File: config.mk
export PLATFORM = sky130hd
export DESIGN_NAME = fetch_unit
export DESIGN_NICKNAME = d
export VERILOG_FILES = /design/src/rtl/fetch_unit.sv
export SDC_FILE = /design/constraint.sdc
export NUM_CORES = 1
export LEC_CHECK = 0
export CAP_MARGIN = 15
export CORE_AREA = 8 8 171 173
export DETAILED_ROUTE_END_ITERATION = 10
export DIE_AREA = 0 0 179 181
export PLACE_DENSITY = 0.64
export SLEW_MARGIN = 20
export SYNTH_ARGS = -nofsm -noshare
export SYNTH_HDL_FRONTEND = slang
export SYNTH_SLANG_ARGS = --single-unit
File: constraint.sdc
create_clock -name clk -period 2.27 [get_ports clk]
set_clock_uncertainty 0.15 [all_clocks]
set_input_delay 0.454 -clock clk [delete_from_list [all_inputs] [get_ports clk]]
set_output_delay 0.454 -clock clk [all_outputs]
set_load 0.03 [all_outputs]
File: src/rtl/fetch_unit.sv
// Instruction-fetch sequencer: drives a req/ack instruction memory and feeds IF/ID
// through a one-entry output slot backed by a one-entry skid register.
module fetch_unit #(
  parameter logic [31:0] RESET_PC = 32'h0000_0000
) (
  input  logic        clk,
  input  logic        rst_n,
  input  logic        stall_i,
  input  logic        redirect_i,
  input  logic [31:0] redirect_addr_i,
  output logic        imem_req_o,
  output logic [31:0] imem_addr_o,
  input  logic        imem_ack_i,
  input  logic [31:0] imem_data_i,
  output logic [31:0] instr_o,
  output logic [31:0] pc4_o,
  output logic        valid_o,
  output logic        flush_o
);

  localparam logic [1:0] S_WAIT    = 2'd0;
  localparam logic [1:0] S_HOLD    = 2'd1;
  localparam logic [1:0] S_DISCARD = 2'd2;

  typedef struct packed {
    logic [31:0] instr;
    logic [31:0] pc4;
    logic        vld;
  } slot_t;

  typedef struct packed {
    logic [31:0] instr;
    logic [31:0] pc4;
  } skid_t;

  logic [1:0]  state_q, state_d;
  logic [31:0] req_addr_q, req_addr_d;
  logic [31:0] tgt_q, tgt_d;
  slot_t       slot_q, slot_d;
  skid_t       skid_q, skid_d;

  logic [31:0] redir_tgt;
  logic [31:0] fetch_pc4;
  logic        slot_free;
  logic        consume;
  logic [1:0]  unused_addr_lo;

  assign redir_tgt      = {redirect_addr_i[31:2], 2'b00};
  assign unused_addr_lo = redirect_addr_i[1:0];
  assign fetch_pc4      = req_addr_q + 32'd4;
  assign slot_free      = ~slot_q.vld | ~stall_i;
  assign consume        = slot_q.vld & ~stall_i & ~redirect_i;

  always_comb begin
    state_d    = state_q;
    req_addr_d = req_addr_q;
    tgt_d      = tgt_q;
    slot_d     = slot_q;
    skid_d     = skid_q;

    if (redirect_i) begin
      // Everything buffered or in flight is wrong-path; redirect beats stall/ack.
      slot_d = '0;
      skid_d = '0;
      case (state_q)
        S_WAIT: begin
          if (imem_ack_i) begin
            req_addr_d = redir_tgt;
          end else begin
            tgt_d   = redir_tgt;
            state_d = S_DISCARD;
          end
        end
        S_DISCARD: tgt_d = redir_tgt;
        default: begin
          req_addr_d = redir_tgt;
          state_d    = S_WAIT;
        end
      endcase
    end else begin
      case (state_q)
        S_WAIT: begin
          if (imem_ack_i) begin
            req_addr_d = fetch_pc4;
            if (slot_free) begin
              slot_d.instr = imem_data_i;
              slot_d.pc4   = fetch_pc4;
              slot_d.vld   = 1'b1;
            end else begin
              skid_d.instr = imem_data_i;
              skid_d.pc4   = fetch_pc4;
              state_d      = S_HOLD;
            end
          end else if (consume) begin
            slot_d = '0;
          end
        end
        S_HOLD: begin
          if (!stall_i) begin
            slot_d.instr = skid_q.instr;
            slot_d.pc4   = skid_q.pc4;
            slot_d.vld   = 1'b1;
            state_d      = S_WAIT;
          end
        end
        S_DISCARD: begin
          // The outstanding request must complete before the target can be issued.
          if (imem_ack_i) begin
            req_addr_d = tgt_q;
            state_d    = S_WAIT;
          end
        end
        default: state_d = S_WAIT;
      endcase
    end
  end

  always_ff @(posedge clk or negedge rst_n) begin
    if (!rst_n) begin
      state_q    <= S_WAIT;
      req_addr_q <= RESET_PC;
      tgt_q      <= '0;
      slot_q     <= '0;
      skid_q     <= '0;
    end else begin
      state_q    <= state_d;
      req_addr_q <= req_addr_d;
      tgt_q      <= tgt_d;
      slot_q     <= slot_d;
      skid_q     <= skid_d;
    end
  end

  assign imem_req_o  = rst_n & ((state_q == S_WAIT) | (state_q == S_DISCARD));
  assign imem_addr_o = req_addr_q;
  assign instr_o     = slot_q.instr;
  assign pc4_o       = slot_q.pc4;
  assign valid_o     = slot_q.vld;
  assign flush_o     = rst_n & redirect_i;

endmodule

==> results.ini, run 1 <==
[run_status]
status = completed

[power_and_ir_drop]
power_leakage_nw = 5.02
max-vdd-ir-drop_mv = 0.383
power_density_nw_per_um2 = 792
finalPower_mw = 9.58

[clock_network]
cts_setup_buffers = 0
cts.sinks = 189
clockBufferDepth = 2
cts_root_buffer = clkbuf_16
cts_inserted_buffers = 17
postCtsHoldBufs = 0
clkSlewWorstSetupHoldPaths_ps = 70
h-tree-depth = 4
insertion_delay_ps = 440
tritoncts = done

[yosys]
synth_flop_cell = dfrtp_1
synth_area_um2 = 9070
ys.warnings.count = 0
avgSynthCellArea_um2 = 9.48
synthDistinctLibCells = 55
synth_edf_count = 0
synthCells = 957
yosys_register_bits = 189
async_flop_share = 1.00
ys_seq_area_frac = 0.521

[floorplan]
die_area_um2 = 32400
initial_core_util = 0.342
fp.dieH_um = 181
io_pins = 168
fp.dieW_um = 179
rows = 60
fp.coreArea_um2 = 26500

[setup_path]
rr_worst_depth = 4
required_ps = 1670
criticalPathCategory = flip-flop to output pin
cp.arrival_ps = 1620
rr_startpoint = state_q[1]
reg2reg_setup_slack_ps = 190
endpoint_kind = output pin
r2r_end = skid_q[30]
cp_max_fo = 5
startpoint_type = flip-flop

[place]
pre_cts_slack_ps = -125
io_buffers = 163
gp_congestion = 0.819
place_area_um2 = 11500
dp_hpwl_mm = 19.3

[timing]
rsz0062_at_grt = no
hold_slack_ps = 17.2
setup_violations = 0
hold_viol_final = 0
timing.final.crit_period_ps = 2220
worstMarginPinSlew_ps = 616
slew_viol_final = 0
worst_slack_ps = 45.4
max_freq_mhz = 450
finalCritPeriodShare = 0.980
max_slew_margin = 0.590

[detailed_routing]
vias = 7976
firstDrtPassIters = 5
drcViolationCount = 0
drt_iter0_markers = 838
wl_per_cell_um = 18.6
via_per_inst = 5.36
drtAntennaViolNets = 0
wirelength_mm = 27.6

[grt]
grt_max_degree = 108
grt.overflow.total = 0
grt_first_pass_wirelength_mm = 43.8
met2_usage = 0.262
met1_usage = 0.234
grt_pass1_vias = 7715
track_usage = 0.169
gr-max-usage-layer = met2
antenna_found_initial = 0
grt_util_met3 = 0.0432

[layout]
fin_area_um2 = 12100
nNetsFinal = 1204
areaGrowthSynthToFinish_pct = 33.3
diodes = 0
drive_gt1_frac = 0.139
fillCellCount = 2526

[job]
maxCapViolCount = 0

[hold_path]
hp-class = primary input to async pin

repair_timing:
item,in CTS,in global routing
endpoints found under the hold margin,0,0
setup endpoints to repair,6,10
gates resized for setup,6,10
worst max-delay path, cell delays in order, from the launching register on:
cell             delay [ps]
dfrtp_1                 360
buf_4                   150
clkdlybuf4s50_1         680
power breakdown:
group	switching (mW)	leakage (nW)	total, mW	internal (mW)
clock	1.47	0.282	2.97	1.50
sequential	0.260	2.47	3.96	3.70
combinational	1.56	2.27	2.65	1.09
how the worst max path moves through the flow:
stage	from	to	slack, ps
after floorplan	imem_addr_o[12]	imem_addr_o[17]	80
after global placement	imem_ack_i	imem_addr_o[28]	-100
after detailed placement	imem_ack_i	imem_addr_o[28]	-120
after CTS	imem_addr_o[11]	imem_addr_o[11]	3
after global routing	imem_addr_o[15]	imem_addr_o[15]	0.2
final	imem_addr_o[8]	imem_addr_o[8]	50
through the flow:
stage | instances | utilization | TNS (ps)
floorplan | 958 | - | 0
global placement | 1456 | 0.433 | -2510
detailed placement | 1456 | 0.433 | -5570
CTS | 1488 | 0.455 | 0
global route | 1488 | 0.456 | 0
finish | 1488 | 0.456 | 0
synth_stat cells (all sizes together), types with 5 or more instances:
cell	instances	area, um2
dfrtp	189	4730
nand2	152	571
a21oi	87	435
nor2	75	282
o21ai	66	330
clkbuf	64	248
nand3	48	245
a311oi	33	289
mux2	30	338
a22oi	23	173
buf	18	95.1
xor2	17	149
a2bb2oi	14	123
and3	14	88.8
or3	13	81.3
a211oi	11	82.6
xnor2	11	96.3
nand4	10	77.6
nor3	10	60.1
o221ai	9	78.8
o211ai	8	60.1
inv	7	26.3
nor4	5	76.3
logic make-up (layout without fill, tap and decap cells):
group           Yosys count  in the layout  share of synthesized area
buf+inv                  89            278                     0.0407
other cells               1              2                   0.000413
compound gates          275            275                      0.195
xor+xnor                 28             28                     0.0270
mux                      31             31                     0.0383
simple gates            343            343                      0.176
flops                   189            189                      0.521
fa+ha+maj                 1              1                    0.00138
sequential cells by signal (all words and copies together), names as in the netlist:
register,cells
pc4_o,31
tgt_q,30
state_q,2
imem_addr_o,30
valid_o,1
skid_q,63
instr_o,32
layer usage:
metal | up-vias | routed length [um]
met3 | 17 | 1960
met1 | 3918 | 12800
li1 | 3783 | -
met2 | 258 | 12700
met4 | 0 | 210
met5 | - | 0
cell usage in the layout (no fill, tap or decap), types with 4 or more instances in the layout:
cell type        netlist  final
clkdlybuf4s50_1        0    143
clkbuf_16              0     17
or3_1                 13     13
o221ai_1               9      9
a22oi_1               23     22
nand2_1              152    152
nand4_1                9      9
a21oi_1               87     87
buf_4                  3     71
dlymetal6s2s_1         0     10
a2bb2oi_1             14     14
nand3_1               47     47
buf_12                 0      8
dlygate4sd2_1          0      6
nor2_1                75     74
a31oi_1                4      4
inv_6                  0      4
inv_1                  7      7
xor2_1                17     17
dfrtp_1              189    189
a211oi_1              11     11
xnor2_1               11     11
nor3_1                 8      7
o21ai_0               65     65
o211ai_1               8      8
a311oi_1              33     33
mux2_2                30     30
and3_1                13     13
area by class of cell:
type | count | area, um2 | area share
flip-flops and latches | 189 | 4730 | 0.391
clock buffers | 18 | 439 | 0.0363
clock inverters | 14 | 150 | 0.0124
well taps | 341 | 427 | 0.0353
inverters | 7 | 26.3 | 0.00217
multi-input cells | 680 | 4010 | 0.331
repair buffers | 239 | 2320 | 0.191
Power figures use the tool's default switching activity.
==> inputs of run 2 (changes only) <==
- MAX_ROUTING_LAYER: not set -> met4
==> run 2 against run 1 <==
Net effect:
- via count grew 0.18%
- final area stayed put
- register-to-register slack about the same
- wire length is 0.34% higher
- power hardly changed
- flip-flop and latch count is the same
- worst setup slack worse by 5.5 ps
- critical endpoint is now imem_addr_o[15]
==> results.ini, run 2 (same netlist as run 1, synthesis figures left out) <==
[run_status]
status = completed

[layout]
largest_reg_flops = 63  ; unchanged
final_common_cell = dfrtp_1
drive_gt1_frac = 0.139  ; unchanged
final_cell_mix = 189 x dfrtp_1, 152 x nand2_1, 143 x clkdlybuf4s50_1
fillCellCount = 2526  ; unchanged
top_register = skid_q
fin_cells = 1488  ; unchanged
fin_area_um2 = 12100  ; unchanged
diodes = 0  ; unchanged
fin_util = 0.456  ; unchanged
nNetsFinal = 1204  ; unchanged
areaGrowthSynthToFinish_pct = 33.3  ; unchanged

[floorplan]
die_area_um2 = 32400  ; unchanged
rows = 60  ; unchanged
fp.dieW_um = 179  ; unchanged
fp.dieH_um = 181  ; unchanged
initial_core_util = 0.342  ; unchanged
fp.coreArea_um2 = 26500  ; unchanged
io_pins = 168  ; unchanged

[timing]
finalCritPeriodShare = 0.982  ; +0.00244
timing.final.crit_period_ps = 2230  ; +5.55 ps
hold_slack_ps = 17.8  ; +0.558 ps
hold_viol_final = 0  ; unchanged
slew_viol_final = 0  ; unchanged
max_freq_mhz = 448  ; -0.25%
setup_violations = 0  ; unchanged
max_slew_margin = 0.596  ; +0.00641
tns_ps = 0  ; unchanged
worst_slack_ps = 39.8  ; -5.55 ps
worstMarginPinSlew_ps = 606  ; -9.62 ps
rsz0062_at_grt = no

[clock_network]
cts_setup_buffers = 0  ; unchanged
cts_resized = 6  ; unchanged
insertion_delay_ps = 440  ; about the same
clockBufferDepth = 2  ; unchanged
tritoncts = done
cts.sinks = 189  ; unchanged
clkSlewWorstSetupHoldPaths_ps = 80  ; about the same
cts_root_buffer = clkbuf_16
h-tree-depth = 4  ; unchanged
cts_inserted_buffers = 17  ; unchanged
postCtsHoldBufs = 0  ; unchanged

[place]
io_buffers = 163  ; unchanged
dp.cells = 1456  ; unchanged
pre_cts_slack_ps = -125  ; unchanged
gp_congestion = 0.831  ; +1.5%
place_area_um2 = 11500  ; unchanged
dp_hpwl_mm = 19.3  ; unchanged

[detailed_routing]
wl_per_cell_um = 18.6  ; +0.34%
drcViolationCount = 0  ; unchanged
firstDrtPassIters = 5  ; unchanged
drt_iter0_markers = 751  ; -10%
wirelength_mm = 27.7  ; +0.34%
drtAntennaViolNets = 0  ; unchanged
via_per_inst = 5.37  ; +0.18%
vias = 7990  ; +0.18%

[setup_path]
cp_top_family = buffers and inverters
cp.arrival_ps = 1630  ; about the same
crit_buf_inv = 2  ; unchanged
crit_path_end = imem_addr_o[15]
rr_startpoint = state_q[1]
slowest_delay_ps = 680  ; about the same
critical_path.cell_chain = buf_4 -> clkdlybuf4s50_1
cp_max_fo = 7  ; +2
criticalPathCategory = flip-flop to output pin
r2r_end = skid_q[30]
rr_worst_depth = 4  ; unchanged
crit_cells = 2  ; unchanged
endpoint_kind = output pin
slowest_stage = clkdlybuf4s50_1
startpoint_type = flip-flop
required_ps = 1670  ; about the same
reg2reg_setup_slack_ps = 180  ; about the same
setup.worst_path.start = imem_addr_o[15]

[grt]
grt_pass1_vias = 7710  ; -0.065%
grt_first_pass_wirelength_mm = 43.8  ; about the same
grt.overflow.total = 0  ; unchanged
grt_max_degree = 108  ; unchanged
antenna_found_initial = 0  ; unchanged
track_usage = 0.174  ; +0.00486

[hold_path]
hp-class = primary input to async pin

[power_and_ir_drop]
power_leakage_nw = 5.02  ; unchanged
power_density_nw_per_um2 = 792  ; about the same
finalPower_mw = 9.58  ; about the same
max-vdd-ir-drop_mv = 0.384  ; +0.20%

[job]
maxCapViolCount = 0  ; unchanged

==> run 2: where the power goes <==
| part | switching [mW] | internal (mW) | leakage, nW |
|---|---|---|---|
| combinational | 1.56 | 1.09 | 2.27 |
| clock | 1.46 | 1.50 | 0.282 |
| sequential | 0.261 | 3.70 | 2.47 |
==> run 2: metal layers <==
metal  global-route usage  vias up  part of all wire
met5                    -        -                 0
met4               0.0337        0            0.0063
met3               0.0371       14             0.064
met2                0.262      262              0.46
met1                0.238     3924              0.47
li1                     -     3790                 -
==> run 2: area by class of cell <==
cell class | instances | area (um2) | area share
clock inverters | 14 | 150 | 0.0124
repair buffers | 239 | 2320 | 0.191
well taps | 341 | 427 | 0.0353
inverters | 7 | 26.3 | 0.00217
flip-flops and latches | 189 | 4730 | 0.391
multi-input cells | 680 | 4010 | 0.331
clock buffers | 18 | 439 | 0.0363
==> run 2: how the worst min path moves through the flow <==
stage | end | startpoint | depth (start not counted) | slack [ps]
after floorplan | imem_addr_o[10] | rst_n | 0 | 8
after global placement | skid_q[11] | skid_q[11] | 2 | 310
after detailed placement | skid_q[11] | skid_q[11] | 2 | 320
after CTS | skid_q[1] | rst_n | 2 | 30
after global routing | imem_addr_o[5] | rst_n | 2 | 40
final | pc4_o[28] | rst_n | 2 | 20
==> inputs of run 3 (changes only) <==
- ABC_AREA: not set -> 1
- CORE_AREA: 8 8 171 173 -> 8 8 174 176
- DIE_AREA: 0 0 179 181 -> 0 0 182 184
- HOLD_SLACK_MARGIN: not set -> 0.02
==> run 3 against run 2 <==
Net effect:
- final cell count increased by 20%
- critical endpoint is now imem_addr_o[25]
- combinational power increased by 89%
- highest routed layer unchanged
- via count increased by 8.4%
- register-to-register slack about the same
- wire length increased by 2.4%
- clock power about the same
- synthesized cell count increased by 32%
- core utilization decreased by 1.0 points
- largest power group is now combinational logic
- sequential power increased by 23%
- final area increased by 1.4%
- count of clock-buffer cells in the layout decreased by 1
- non-clock buffer count decreased by 39
==> results.ini, run 3 <==
[yosys]
synth_top_area_frac = 0.500  ; -0.0216
synth_edf_count = 0  ; unchanged
synthTopCellsByArea = dfrtp_1 50%, nand2_1 20%, inv_1 5.6%, o22ai_1 4.5%, nand3_1 4.1%
synth_flop_cell = dfrtp_1
post-synth-top-count-cell = nand2_1
synth_area_um2 = 9470  ; +4.3%
synthCells = 1266  ; +32%
async_flop_share = 1.00  ; unchanged
avgSynthCellArea_um2 = 7.48  ; -21%
synthDistinctLibCells = 37  ; -33%
ys.warnings.count = 0  ; unchanged
yosysTopAreaCell = dfrtp_1
yosys-top-cells-count = 509 x nand2_1, 189 x dfrtp_1, 142 x inv_1, 77 x nand3_1, 69 x nor2_1
yosys_register_bits = 189  ; unchanged
ys_seq_area_frac = 0.500  ; -0.0216

[setup_path]
cp_top_family = buffers and inverters
critical_path.cell_chain = clkdlybuf4s50_1
slowest_delay_ps = 720  ; +40 ps
required_ps = 1670  ; about the same
cp_max_fo = 6  ; -1
startpoint_type = flip-flop
endpoint_kind = output pin
cp.arrival_ps = 1620  ; about the same
criticalPathCategory = flip-flop to output pin
crit_buf_inv = 1  ; -1
slowest_stage = clkdlybuf4s50_1

[clock_network]
insertion_delay_ps = 440  ; about the same
clkSlewWorstSetupHoldPaths_ps = 80  ; about the same
h-tree-depth = 4  ; unchanged
cts_inserted_buffers = 17  ; unchanged
clockBufferDepth = 2  ; unchanged
cts_setup_buffers = 0  ; unchanged
cts_root_buffer = clkbuf_16
cts.sinks = 189  ; unchanged
tritoncts = done

[layout]
final_cell_mix = 509 x nand2_1, 189 x dfrtp_1, 142 x inv_1
fin_cells = 1781  ; +20%
final_common_cell = nand2_1
seqCellArea_um2 = 4730  ; unchanged
largest_reg_flops = 63  ; unchanged
top_register = skid_q
multiInputGateArea_um2 = 3880  ; -3.2%
nNetsFinal = 1492  ; +24%
drive_gt1_frac = 0.0690  ; -0.0705
areaGrowthSynthToFinish_pct = 29.5
diodes = 0  ; unchanged
fillCellCount = 2783  ; +10%

[grt]
grt_pass1_vias = 8479  ; +10%
track_usage = 0.176  ; +0.00183
gr-max-usage-layer = met2
met1_usage = 0.243  ; +0.00480
grt_util_met3 = 0.0346  ; -0.00253
grt_first_pass_wirelength_mm = 46.0  ; +5.0%
grt_max_degree = 136  ; +26%
grt.overflow.total = 0  ; unchanged
antenna_found_initial = 0  ; unchanged
met2_usage = 0.262  ; about the same

[job]
maxCapViolCount = 0  ; unchanged

[hold_path]
hp-class = primary input to async pin

[floorplan]
fp.dieH_um = 184  ; +1.7%
fp.coreArea_um2 = 27500  ; +3.7%
rows = 61  ; +1.7%
fp.dieW_um = 182  ; +1.7%
die_area_um2 = 33500  ; +3.4%
io_pins = 168  ; unchanged
initial_core_util = 0.345  ; +0.00214

[timing]
worst_slack_ps = 49.1  ; +9.24 ps
worstMarginPinSlew_ps = 733  ; +127 ps
setup_violations = 0  ; unchanged
finalCritPeriodShare = 0.978  ; -0.00407
slew_viol_final = 0  ; unchanged
max_slew_margin = 0.511  ; -0.0845
hold_viol_final = 0  ; unchanged
rsz0062_at_grt = no
timing.final.crit_period_ps = 2220  ; -9.24 ps
max_freq_mhz = 450  ; +0.42%

[detailed_routing]
drt_iter0_markers = 617  ; -18%
via_per_inst = 4.86  ; -9.4%
drcViolationCount = 0  ; unchanged
drtAntennaViolNets = 0  ; unchanged
vias = 8660  ; +8.4%
wirelength_mm = 28.4  ; +2.4%
firstDrtPassIters = 6  ; +1
wl_per_cell_um = 15.9  ; -14%

[place]
pre_cts_slack_ps = -28.1  ; +96.4 ps
dp_hpwl_mm = 20.1  ; +4.1%
gp_congestion = 0.872  ; +5.0%
dp.cells = 1748  ; +20%
io_buffers = 163  ; unchanged

[power_and_ir_drop]
p_comb_frac = 0.390  ; +0.113
p_switching_mw = 5.49  ; +67%
max-vdd-ir-drop_mv = 0.645  ; +68%
seq_power_share = 0.379  ; -0.035
power_leakage_nw = 6.25  ; +24%
switching_share = 0.427  ; +0.0847
internal-power_mw = 7.36  ; +17%
p_clk_frac = 0.231  ; -0.078
power_density_nw_per_um2 = 1050  ; +32%

[run_status]
status = completed

[run 3: changes by cell type in the layout (fill, tap and decap cells not counted), moves of 14 or more]
cell / change
mux2_2: -21
a2bb2oi_1: -14
buf_4: -45
nand3_1: +30
nand2_1: +357
a22oi_1: -20
a311oi_1: -33
a21oi_1: -47
o21ai_0: -18
inv_1: +135
o22ai_1: +67
[run 3: layout make-up]
type	count	area share
clock buffers	17	0.0347
clock inverters	15	0.0123
inverters	147	0.0450
multi-input cells	867	0.316
flip-flops and latches	189	0.386
well taps	346	0.0353
repair buffers	200	0.171
[run 3: worst paths after layout]
check	from	to	slack, ps	cells after the start
max in group asynchronous	rst_n	imem_addr_o[22]	1380	2
setup / recovery	imem_addr_o[25]	imem_addr_o[25]	50	1
hold reg to reg	pc4_o[12]	pc4_o[12]	330	2
setup reg to reg	imem_addr_o[3]	pc4_o[24]	170	10
min in group clk	pc4_o[12]	pc4_o[12]	330	2
hold / removal	rst_n	skid_q[56]	60	2
[run 3: per-layer routing]
| metal | vias to the layer above | share of wire |
|---|---|---|
| met2 | 258 | 0.44 |
| met3 | 24 | 0.054 |
| li1 | 4315 | - |
| met4 | 0 | 0.014 |
| met5 | - | 0 |
| met1 | 4063 | 0.49 |
[run 3: what timing repair did]
| action | 4_1_cts | 5_1_grt |
|---|---|---|
| setup endpoints to repair | 10 | 18 |
| resized for setup | 10 | 18 |
| hold buffers | 1 | 0 |
| hold endpoints to repair | 3 | 0 |
[run 3: power groups by stage]
| stage | Clock [mW] | Sequential (mW) | Combinational, mW |
|---|---|---|---|
| after floorplan | 0 | 5.59 | 2.15 |
| after global placement | 0 | 4.90 | 5.07 |
| after detailed placement | 0 | 4.91 | 5.12 |
| after CTS | 3.06 | 4.85 | 5.08 |
| after global routing | 3.20 | 4.96 | 5.51 |
| final | 2.97 | 4.87 | 5.02 |
[run 3: cell families (layout without fill, tap and decap cells)]
kind of cell               after synthesis  count (layout)  share of synthesized area
adders and majority gates                1               1                    0.00132
other                                    1               2                   0.000396
DFF                                    189             189                      0.500
buffers and inverters                  211             379                     0.0912
and+or+nand+nor                        671             671                      0.282
AOI/OAI and AO/OA                      176             176                      0.108
xor gates and xnor gates                 8               8                    0.00740
muxes                                    9               9                     0.0107
[run 3: worst reg2reg max path, cell delays in order (launching register included)]
cell and delay [ps]:
dfrtp_1 490, ha_1 220, nand2_1 90, nor2_2 200, nand2_1 120, nor2_1 260
nand3_1 180, nand3_1 130, nand2_1 60, nand2_1 60, nand2_1 40
[run 3: through the flow]
step	hold WS, ps	utilization	total power, mW	instance area [um2]	setup TNS, ps
3_5_place_dp	136	0.424	10.0	11600	-28.1
2_1_floorplan	8.41	-	7.74	9470	0
6_report	59.2	0.446	12.9	12300	0
3_3_place_gp	138	0.424	9.97	11600	0
5_1_grt	93.9	0.446	13.7	12300	0
4_1_cts	69.8	0.445	13.0	12200	0
